`src/rtl/timer_irq_pkg.sv`:
```
// Shared constants for the timer_irq block: register offsets, FSM state
// encoding, MODE encodings and CTRL bit positions.
package timer_irq_pkg;

    // Register word offsets
    localparam logic [1:0] ADDR_CTRL   = 2'd0;
    localparam logic [1:0] ADDR_PRESET = 2'd1;
    localparam logic [1:0] ADDR_COUNT  = 2'd2;
    localparam logic [1:0] ADDR_STATUS = 2'd3;

    // FSM state encoding (visible through STATUS, so the values are fixed)
    typedef enum logic [1:0] {
        ST_IDLE = 2'd0,
        ST_LOAD = 2'd1,
        ST_CNT  = 2'd2,
        ST_INT  = 2'd3
    } state_t;

    // MODE field encodings; 1x behaves as one-shot
    localparam logic [1:0] MODE_ONESHOT = 2'b00;
    localparam logic [1:0] MODE_RELOAD  = 2'b01;

    // CTRL bit positions
    localparam int CTRL_EN      = 0;
    localparam int CTRL_MODE_LO = 1;
    localparam int CTRL_IM      = 3;
    localparam int CTRL_W       = 4;

    // Only the exact auto-reload code reloads; every other code is one-shot.
    function automatic logic mode_is_reload(input logic [1:0] mode);
        return (mode == MODE_RELOAD) && (mode != MODE_ONESHOT);
    endfunction

endpackage

```
`src/rtl/timer_irq_regs.sv`:
```
// Register file for timer_irq: CTRL and PRESET storage plus the
// combinational read mux. COUNT and STATUS values are supplied by the top.
module timer_irq_regs
    import timer_irq_pkg::*;
(
    input  logic        clk,
    input  logic        reset,
    input  logic [1:0]  addr,
    input  logic        we,
    input  logic [31:0] wdata,
    input  logic        en_clr,
    input  logic [31:0] count,
    input  logic [31:0] status,
    output logic [31:0] rdata,
    output logic        ctrl_en,
    output logic [1:0]  ctrl_mode,
    output logic        ctrl_im,
    output logic [31:0] preset,
    output logic        ctrl_wr
);

    logic [CTRL_W-1:0] ctrl_q;
    logic              preset_wr;

    assign ctrl_wr   = we && (addr == ADDR_CTRL);
    assign preset_wr = we && (addr == ADDR_PRESET);

    assign ctrl_en   = ctrl_q[CTRL_EN];
    assign ctrl_mode = ctrl_q[CTRL_MODE_LO +: 2];
    assign ctrl_im   = ctrl_q[CTRL_IM];

    // CTRL/PRESET storage; a software CTRL write wins over the one-shot EN clear
    always_ff @(posedge clk or posedge reset) begin
        if (reset) begin
            ctrl_q <= '0;
            preset <= '0;
        end else begin
            if (ctrl_wr) begin
                ctrl_q <= wdata[CTRL_W-1:0];
            end else if (en_clr) begin
                ctrl_q[CTRL_EN] <= 1'b0;
            end
            if (preset_wr) begin
                preset <= wdata;
            end
        end
    end

    // Read mux; unimplemented CTRL bits read as zero
    always_comb begin
        rdata = '0;
        case (addr)
            ADDR_CTRL:   rdata = {{(32-CTRL_W){1'b0}}, ctrl_q};
            ADDR_PRESET: rdata = preset;
            ADDR_COUNT:  rdata = count;
            ADDR_STATUS: rdata = status;
            default:     rdata = '0;
        endcase
    end

endmodule

```
`src/rtl/timer_irq.sv`:
```
// timer_irq: down-counting timer with one-shot / auto-reload modes and a
// maskable interrupt. The FSM and COUNT live here; registers are in
// timer_irq_regs. Define TIMER_IRQ_STATUS_EN to make STATUS report
// {irq_flag, state}; otherwise STATUS reads zero.
module timer_irq
    import timer_irq_pkg::*;
(
    input  logic        clk,
    input  logic        reset,
    input  logic [1:0]  addr,
    input  logic        we,
    input  logic [31:0] wdata,
    output logic [31:0] rdata,
    output logic        irq
);

    state_t      state_q;
    state_t      state_d;
    logic [31:0] count_q;
    logic [31:0] preset;
    logic [31:0] status_word;
    logic [1:0]  state_bits;
    logic [1:0]  ctrl_mode;
    logic        irq_flag_q;
    logic        ctrl_en;
    logic        ctrl_im;
    logic        ctrl_wr;
    logic        reload;
    logic        en_clr;
    logic        count_load;
    logic        count_dec;
    logic        flag_set;
    logic        flag_clr;

    // FSM sees the registered MODE, so a CTRL write in INT only affects later edges
    assign reload     = mode_is_reload(ctrl_mode);
    assign state_bits = state_q;

`ifdef TIMER_IRQ_STATUS_EN
    assign status_word = {28'b0, irq_flag_q, 1'b0, state_bits};
`else
    assign status_word = '0;
`endif

    timer_irq_regs u_regs (
        .clk       (clk),
        .reset     (reset),
        .addr      (addr),
        .we        (we),
        .wdata     (wdata),
        .en_clr    (en_clr),
        .count     (count_q),
        .status    (status_word),
        .rdata     (rdata),
        .ctrl_en   (ctrl_en),
        .ctrl_mode (ctrl_mode),
        .ctrl_im   (ctrl_im),
        .preset    (preset),
        .ctrl_wr   (ctrl_wr)
    );

    // State register
    always_ff @(posedge clk or posedge reset) begin
        if (reset) begin
            state_q <= ST_IDLE;
        end else begin
            state_q <= state_d;
        end
    end

    // Next-state logic; EN=0 during counting takes priority over expiry
    always_comb begin
        state_d = state_q;
        case (state_q)
            ST_IDLE: if (ctrl_en) state_d = ST_LOAD;
            ST_LOAD: state_d = ST_CNT;
            ST_CNT: begin
                if (!ctrl_en) begin
                    state_d = ST_IDLE;
                end else if (count_q == '0) begin
                    state_d = ST_INT;
                end
            end
            ST_INT:  state_d = reload ? ST_LOAD : ST_IDLE;
            default: state_d = ST_IDLE;
        endcase
    end

    // FSM outputs: count control, EN auto-clear and interrupt flag set/clear
    always_comb begin
        count_load = (state_q == ST_LOAD);
        count_dec  = (state_q == ST_CNT) && ctrl_en && (count_q != '0);
        flag_set   = (state_q == ST_CNT) && ctrl_en && (count_q == '0);
        en_clr     = (state_q == ST_INT) && !reload;
        flag_clr   = ctrl_wr || ((state_q == ST_INT) && reload);
    end

    // COUNT and irq_flag; setting the flag beats any coincident clear
    always_ff @(posedge clk or posedge reset) begin
        if (reset) begin
            count_q    <= '0;
            irq_flag_q <= 1'b0;
        end else begin
            if (count_load) begin
                count_q <= preset;
            end else if (count_dec) begin
                count_q <= count_q - 32'd1;
            end
            if (flag_set) begin
                irq_flag_q <= 1'b1;
            end else if (flag_clr) begin
                irq_flag_q <= 1'b0;
            end
        end
    end

    assign irq = irq_flag_q & ctrl_im;

endmodule

```
`config.mk`:
```
export PLATFORM = sky130hd
export DESIGN_NAME = timer_irq
export DESIGN_NICKNAME = d
export VERILOG_FILES = /design/src/rtl/timer_irq_pkg.sv /design/src/rtl/timer_irq_regs.sv /design/src/rtl/timer_irq.sv
export SDC_FILE = /design/constraint.sdc
export NUM_CORES = 1
export LEC_CHECK = 0
export ABC_CLOCK_PERIOD_IN_PS = 5510
export BUFFER_PORTS_ARGS = -buffer_cell sky130_fd_sc_hd__buf_2
export CORE_ASPECT_RATIO = 1.1
export CORE_MARGIN = 4
export CORE_UTILIZATION = 50
export CTS_BUF_LIST = sky130_fd_sc_hd__clkbuf_16
export CTS_CLUSTER_SIZE = 25
export DETAILED_ROUTE_END_ITERATION = 16
export PLACE_DENSITY = 0.73
export SLEW_MARGIN = 20
export SYNTH_ARGS = -nofsm -noshare
export SYNTH_HDL_FRONTEND = slang
export SYNTH_SLANG_ARGS = --single-unit
```
`constraint.sdc`:
```
create_clock -name clk -period 5.51 [get_ports clk]
set_clock_uncertainty 0.05 [all_clocks]
set_input_delay 0.8265 -clock clk [delete_from_list [all_inputs] [get_ports clk]]
set_output_delay 0.8265 -clock clk [all_outputs]
set_load 0.02 [all_outputs]
```
---- Yosys cells after proc, flatten, opt, wreduce, memory -nomap -nowiden ----
Index checks and enable logic that the tools add are counted.
cells by class
  equality and inequality tests ........... 9
  add/subtract/negate cells ............... 1
  muxes and demuxes ....................... 12
  reductions and logical operators ........ 19
  bitwise logic cells ..................... 1
operators with widths
  kind                                                    count
  case mux 32 bit (4 select lines)                        1
  two-way mux 32 bit                                      2
  logical NOT 32 bit                                      1
  nonzero test 32 bit                                     1
  subtractor 32 x 1 -> 32 bit (second input constant)     1
  equality test 2 bit (second input constant)             4
  logical AND 1 bit                                       8
  case mux 2 bit (4 select lines)                         1
  nonzero test 2 bit                                      4
  equality test 2 x 1 -> 1 bit (second input constant)    3
  two-way mux 2 bit                                       3
  two-way mux 1 bit                                       5
  logical NOT 2 bit                                       2
  inequality test 3 bit (second input constant)           1
  inequality test 2 x 1 -> 1 bit (second input constant)  1
  AND reduction 2 bit                                     1
  bitwise AND 1 bit                                       1
  logical NOT 1 bit                                       1
  logical OR 1 bit                                        1
storage, ports and cells
  output and inout port bits .............. 33
  flip-flop bits (word level) ............. 71

---- Depth between registers and ports, before layout ----
  depth in word-level cells ............... 6
  depth in mapped cells ................... 9

---- Cells and area by module ----
Synthesis repeated with hierarchy kept, for this count alone.
unflattened totals
  cell total of the unflattened synthesis .. 393
  area total of the unflattened synthesis .. 4,429.2 um^2
modules (own cells, without submodules)
  module          cells an instance  times used  area each (um^2)
  timer_irq_regs  151                1           2,253.4
  timer_irq       242                1           2,175.8

---- Least setup slack after synthesis ----
Ideal clock, no wire load.
  path type ............................... in2out
  start point ............................. in addr[1]
  end point ............................... out rdata[11]
  path slack .............................. 2.537 ns
  data required time ...................... 4.634 ns
  data arrival time ....................... 2.096 ns
  buffers on the path ..................... 3
  cell stages on the path ................. 5
  cell sequence ........................... clkbuf_1 > nor2b_1 > clkbuf_1 > buf_1 > a22o_1
between the ends
  cells in the longest elaborated chain, start to end .. 2
  elaborated cells on any way between the ends .. 5
ends and longest elaborated chain
  item                                         line                  source
  start: declaration                           timer_irq.sv:10       input logic [1:0] addr,
  equality test 2 bit (tied with other cells)  timer_irq_regs.sv:52  case (addr)
  case mux 32 bit (4 select lines) *           timer_irq_regs.sv:52
  end: declaration                             timer_irq.sv:13       output logic [31:0] rdata,
Mark *: on every way between the ends. The rest lies on a longest branch, timed or not.

---- Worst setup path in the final report ----
  start point ............................. reg count_q[1]
  end point ............................... reg count_q[19]
between the ends
  cells in the longest elaborated chain, start to end .. 3
  elaborated cells on any way between the ends .. 6
ends and longest elaborated chain
  item                                                                line                               source
  start: declaration                                                  timer_irq.sv:19                    logic [31:0] count_q;
  start signal: assignment                                            timer_irq.sv:105                   count_q <= preset;
  start signal: assignment                                            timer_irq.sv:107                   count_q <= count_q - 32'd1;
  subtractor 32 x 1 -> 32 bit or nonzero test 32 bit (tied branches)  timer_irq.sv:107, timer_irq.sv:92
  two-way mux 32 bit or logical AND 1 bit (tied branches)             timer_irq.sv:106, timer_irq.sv:92
  two-way mux 32 bit or nonzero test 2 bit (tied branches)            -
Parallel ways exist; a longest one is shown, timed or not. The select of a mux whose other input is x is not followed.
A chain may end at the register's enable or synchronous reset.

==> flow_summary_export.csv <==
group,metric,value,unit
run,drv_cap,0,
grt,antenna_found_initial,0,
detailed_routing,vias,3229,
power,peakVddDrop,0.238,mV
sta,worst_pin_slew,0.910,ns
synthesis,ys_seq_area_share,47.1,%
synthesis,avgSynthCellArea,10.3,sq um
grt,grt-ovfl-total,0,
sta,final_hold_viol_count,0,
placed_design,io_buffers,69,
die,fp-row-count,32,
clock_network,clockRootBuffer,"clkbuf_16",
synthesis,synth_cells,365,
worst_setup_path,critPathTopFamily,"simple AND/OR/NAND/NOR gates",
clock_network,cts_max_level,3,
worst_setup_path,worst-path-buf-inv,1,
synthesis,async_flop_share,100,%
sta,fin_setup_tns,0,ns
clock_network,cts_hold_buf,0,
detailed_routing,drt_iter0_markers,237,
sta,report.final.slew_viol_count,0,
sta,setup_violations,0,
finish,antennaDiodeCount,0,
clock_network,clk_latency,0.33,ns
clock_network,cts_setup_buffers,0,
status,status,"completed",
power,p_per_area,477,mW/mm^2
detailed_routing,remaining_drc_errors,0,
detailed_routing,dr.pass1.iters,5,
power,leakagePower,0.00202,uW
worst_setup_path,crit_arrival,3.53,ns
worst_setup_path,path_max_fanout,26,
worst_setup_path,critPathLaunchType,"register",
detailed_routing,drtAntennaViolNets,0,
finish,fin_cells,518,
synthesis,synth_nets,403,
grt,grt_pass1_vias,3253,
detailed_routing,wl_per_cell,18.1,um
synthesis,synth_area,0.00377,sq mm
worst_setup_path,required,5.66,ns
synthesis,synthTopCellsByCount,"71 x dfrtp_1, 41 x nand2_1, 34 x mux2_2",
synthesis,synth.distinct_cells,54,
worst_setup_path,slowest_stage,"nand2_1",
worst_setup_path,startpoint,"count_q[1]",
detailed_routing,drt_wl_total,9370,um
worst_setup_path,slowest_delay,0.73,ns
placed_design,placed_cells,502,
worst_setup_path,endpoint_kind,"register",
grt,grt_max_degree,72,
finish,fillCellCount,606,
synthesis,synth_seq_cells,71,
finish,syn2layout_area_growth,18.4,%
placed_design,gp_congestion,0.802,
clock_network,clk_pin_slew_worst_paths,0.05,ns
worst_setup_path,r2r_start,"count_q[1]",
clock_network,cts_tree,"done",
clock_network,cts_buffer_depth,2,
clock_network,cts_made_buffers,9,
die,core_region_area,0.00717,sq mm
clock_network,cts_sinks,71,
synthesis,netlist.area_leader.share,47.1,%
finish,drive_gt1_share,31.9,%
worst_setup_path,path_class,"register to register",
grt,grt_pass1_wl,15900,um
die,initial_core_util,52.6,%
sta,finalCriticalPeriod,3.38,ns
synthesis,ys_top_cells_by_area,"dfrtp_1 47%, mux2_2 10%, a22o_1 6.5%",
sta,rsz0062_at_grt,"false",
finish,multiInputGateArea,0.00190,sq mm
synthesis,yosys_warnings,0,
detailed_routing,viasPerCell,6.23,
hold_path,holdCritStartpoint,"u_regs.preset[13]",
die,boundaryPins,70,
synthesis,synth_top_area_cell,"dfrtp_1",
finish,seq_area,0.00178,sq mm
die,die-width,90.8,um
worst_setup_path,cp_cell_sequence,"inv_1, ha_1, or4b_2, nor2_4, nand4_1, nand2_1, o21ai_0, a221o_1",
die,die-area,0.00899,sq mm
clock_network,cts_resized,0,
synthesis,yosys_most_used_dff,"dfrtp_1",
synthesis,synth.most_common_cell,"dfrtp_1",
synthesis,synth_edf_count,0,
sta,fmax,296,MHz
sta,fin_crit_sh,61.4,%
sta,relSlewSlack,39.3,%
placed_design,hpwl,6230,um
hold_path,hold_path.class,"register to register",
finish,nets,466,
die,die-height,99.1,um
grt,grt_usage,21.6,%
[layout by cell type, fill, tap and decap left out, drive strengths merged, types with 3 or more instances in the layout]
cell	n
nor2b	5
nand2	41
a221o	5
or4	4
a21o	4
clkbuf	9
inv	8
clkinv	5
or2	4
or3	6
nor4	7
dfrtp	71
mux2	34
mux2i	6
a21oi	6
nor2	24
o21ai	19
o311ai	9
nand2b	3
nand3	10
o211ai	6
a22o	29
nand4	5
buf	73
nor3	10
[stage by stage]
stage	hold slack (ns)	worst slack (ns)	power, uW	utilization [%]	cell area, sq um
floorplan	0.416	2.54	1370	-	3770
global placement	0.444	2.25	1550	58.3	4180
detailed placement	0.459	2.19	1570	58.3	4180
CTS	0.471	2.16	2140	62.2	4460
global route	0.484	1.93	2270	62.2	4460
finish	0.464	2.13	2130	62.2	4460
[kinds of logic (layout without fill, tap and decap cells)]
logic type               count (synthesis)  in the layout  synth area share, %
flip-flops                              71             71                 47.1
adder cells (fa/ha/maj)                  1              1                0.332
AND/OR/NAND/NOR                        125            125                 17.5
buffers and inverters                   28             96                 2.89
AO/OA/AOI/OAI                          100            100                 20.4
multiplexers                            40             40                 11.8
[sequential cells by signal, indices dropped and copies added (netlist names)]
register       count
state_bits         2
irq_flag_q         1
count_q           32
u_regs.ctrl_q      4
u_regs.preset     32
[worst paths after layout]
path	to	slack, ns	cells after the start
min reg2reg	count_q[13]	0.46	2
min	count_q[13]	0.46	2
min in group asynchronous	u_regs.preset[28]	0.71	3
max in group asynchronous	u_regs.preset[6]	4.10	3
max reg2reg	count_q[19]	2.13	8
max	count_q[19]	2.13	8
[routing by layer]
layer / vias to the layer above / track usage [%] / part of all wire [%]
met5: - / 0 / 0
met4: 0 / 6.61 / 1.3
met3: 18 / 5.19 / 6.2
met2: 127 / 36.2 / 51
met1: 1568 / 27.7 / 42
li1: 1516 / - / -
[worst min-delay path, stage by stage, from the launching register on]
cell and delay [ns]:
dfrtp_1 0.36, nand2_1 0.06, nand3_1 0.06
[final cells by class]
class | instances | area share [%]
Sequential cell | 71 | 39.8
Multi-Input combinational cell | 266 | 42.5
Timing Repair Buffer | 73 | 8.42
Inverter | 7 | 0.589
Tap cell | 85 | 2.38
Clock buffer | 9 | 5.05
Clock inverter | 7 | 1.23
[power by group]
| part | internal (uW) | switching, uW | total, uW |
|---|---|---|---|
| clock network | 342 | 205 | 546 |
| logic | 306 | 387 | 693 |
| registers | 688 | 202 | 890 |
Note: power is estimated with default switching activity, not from simulation.
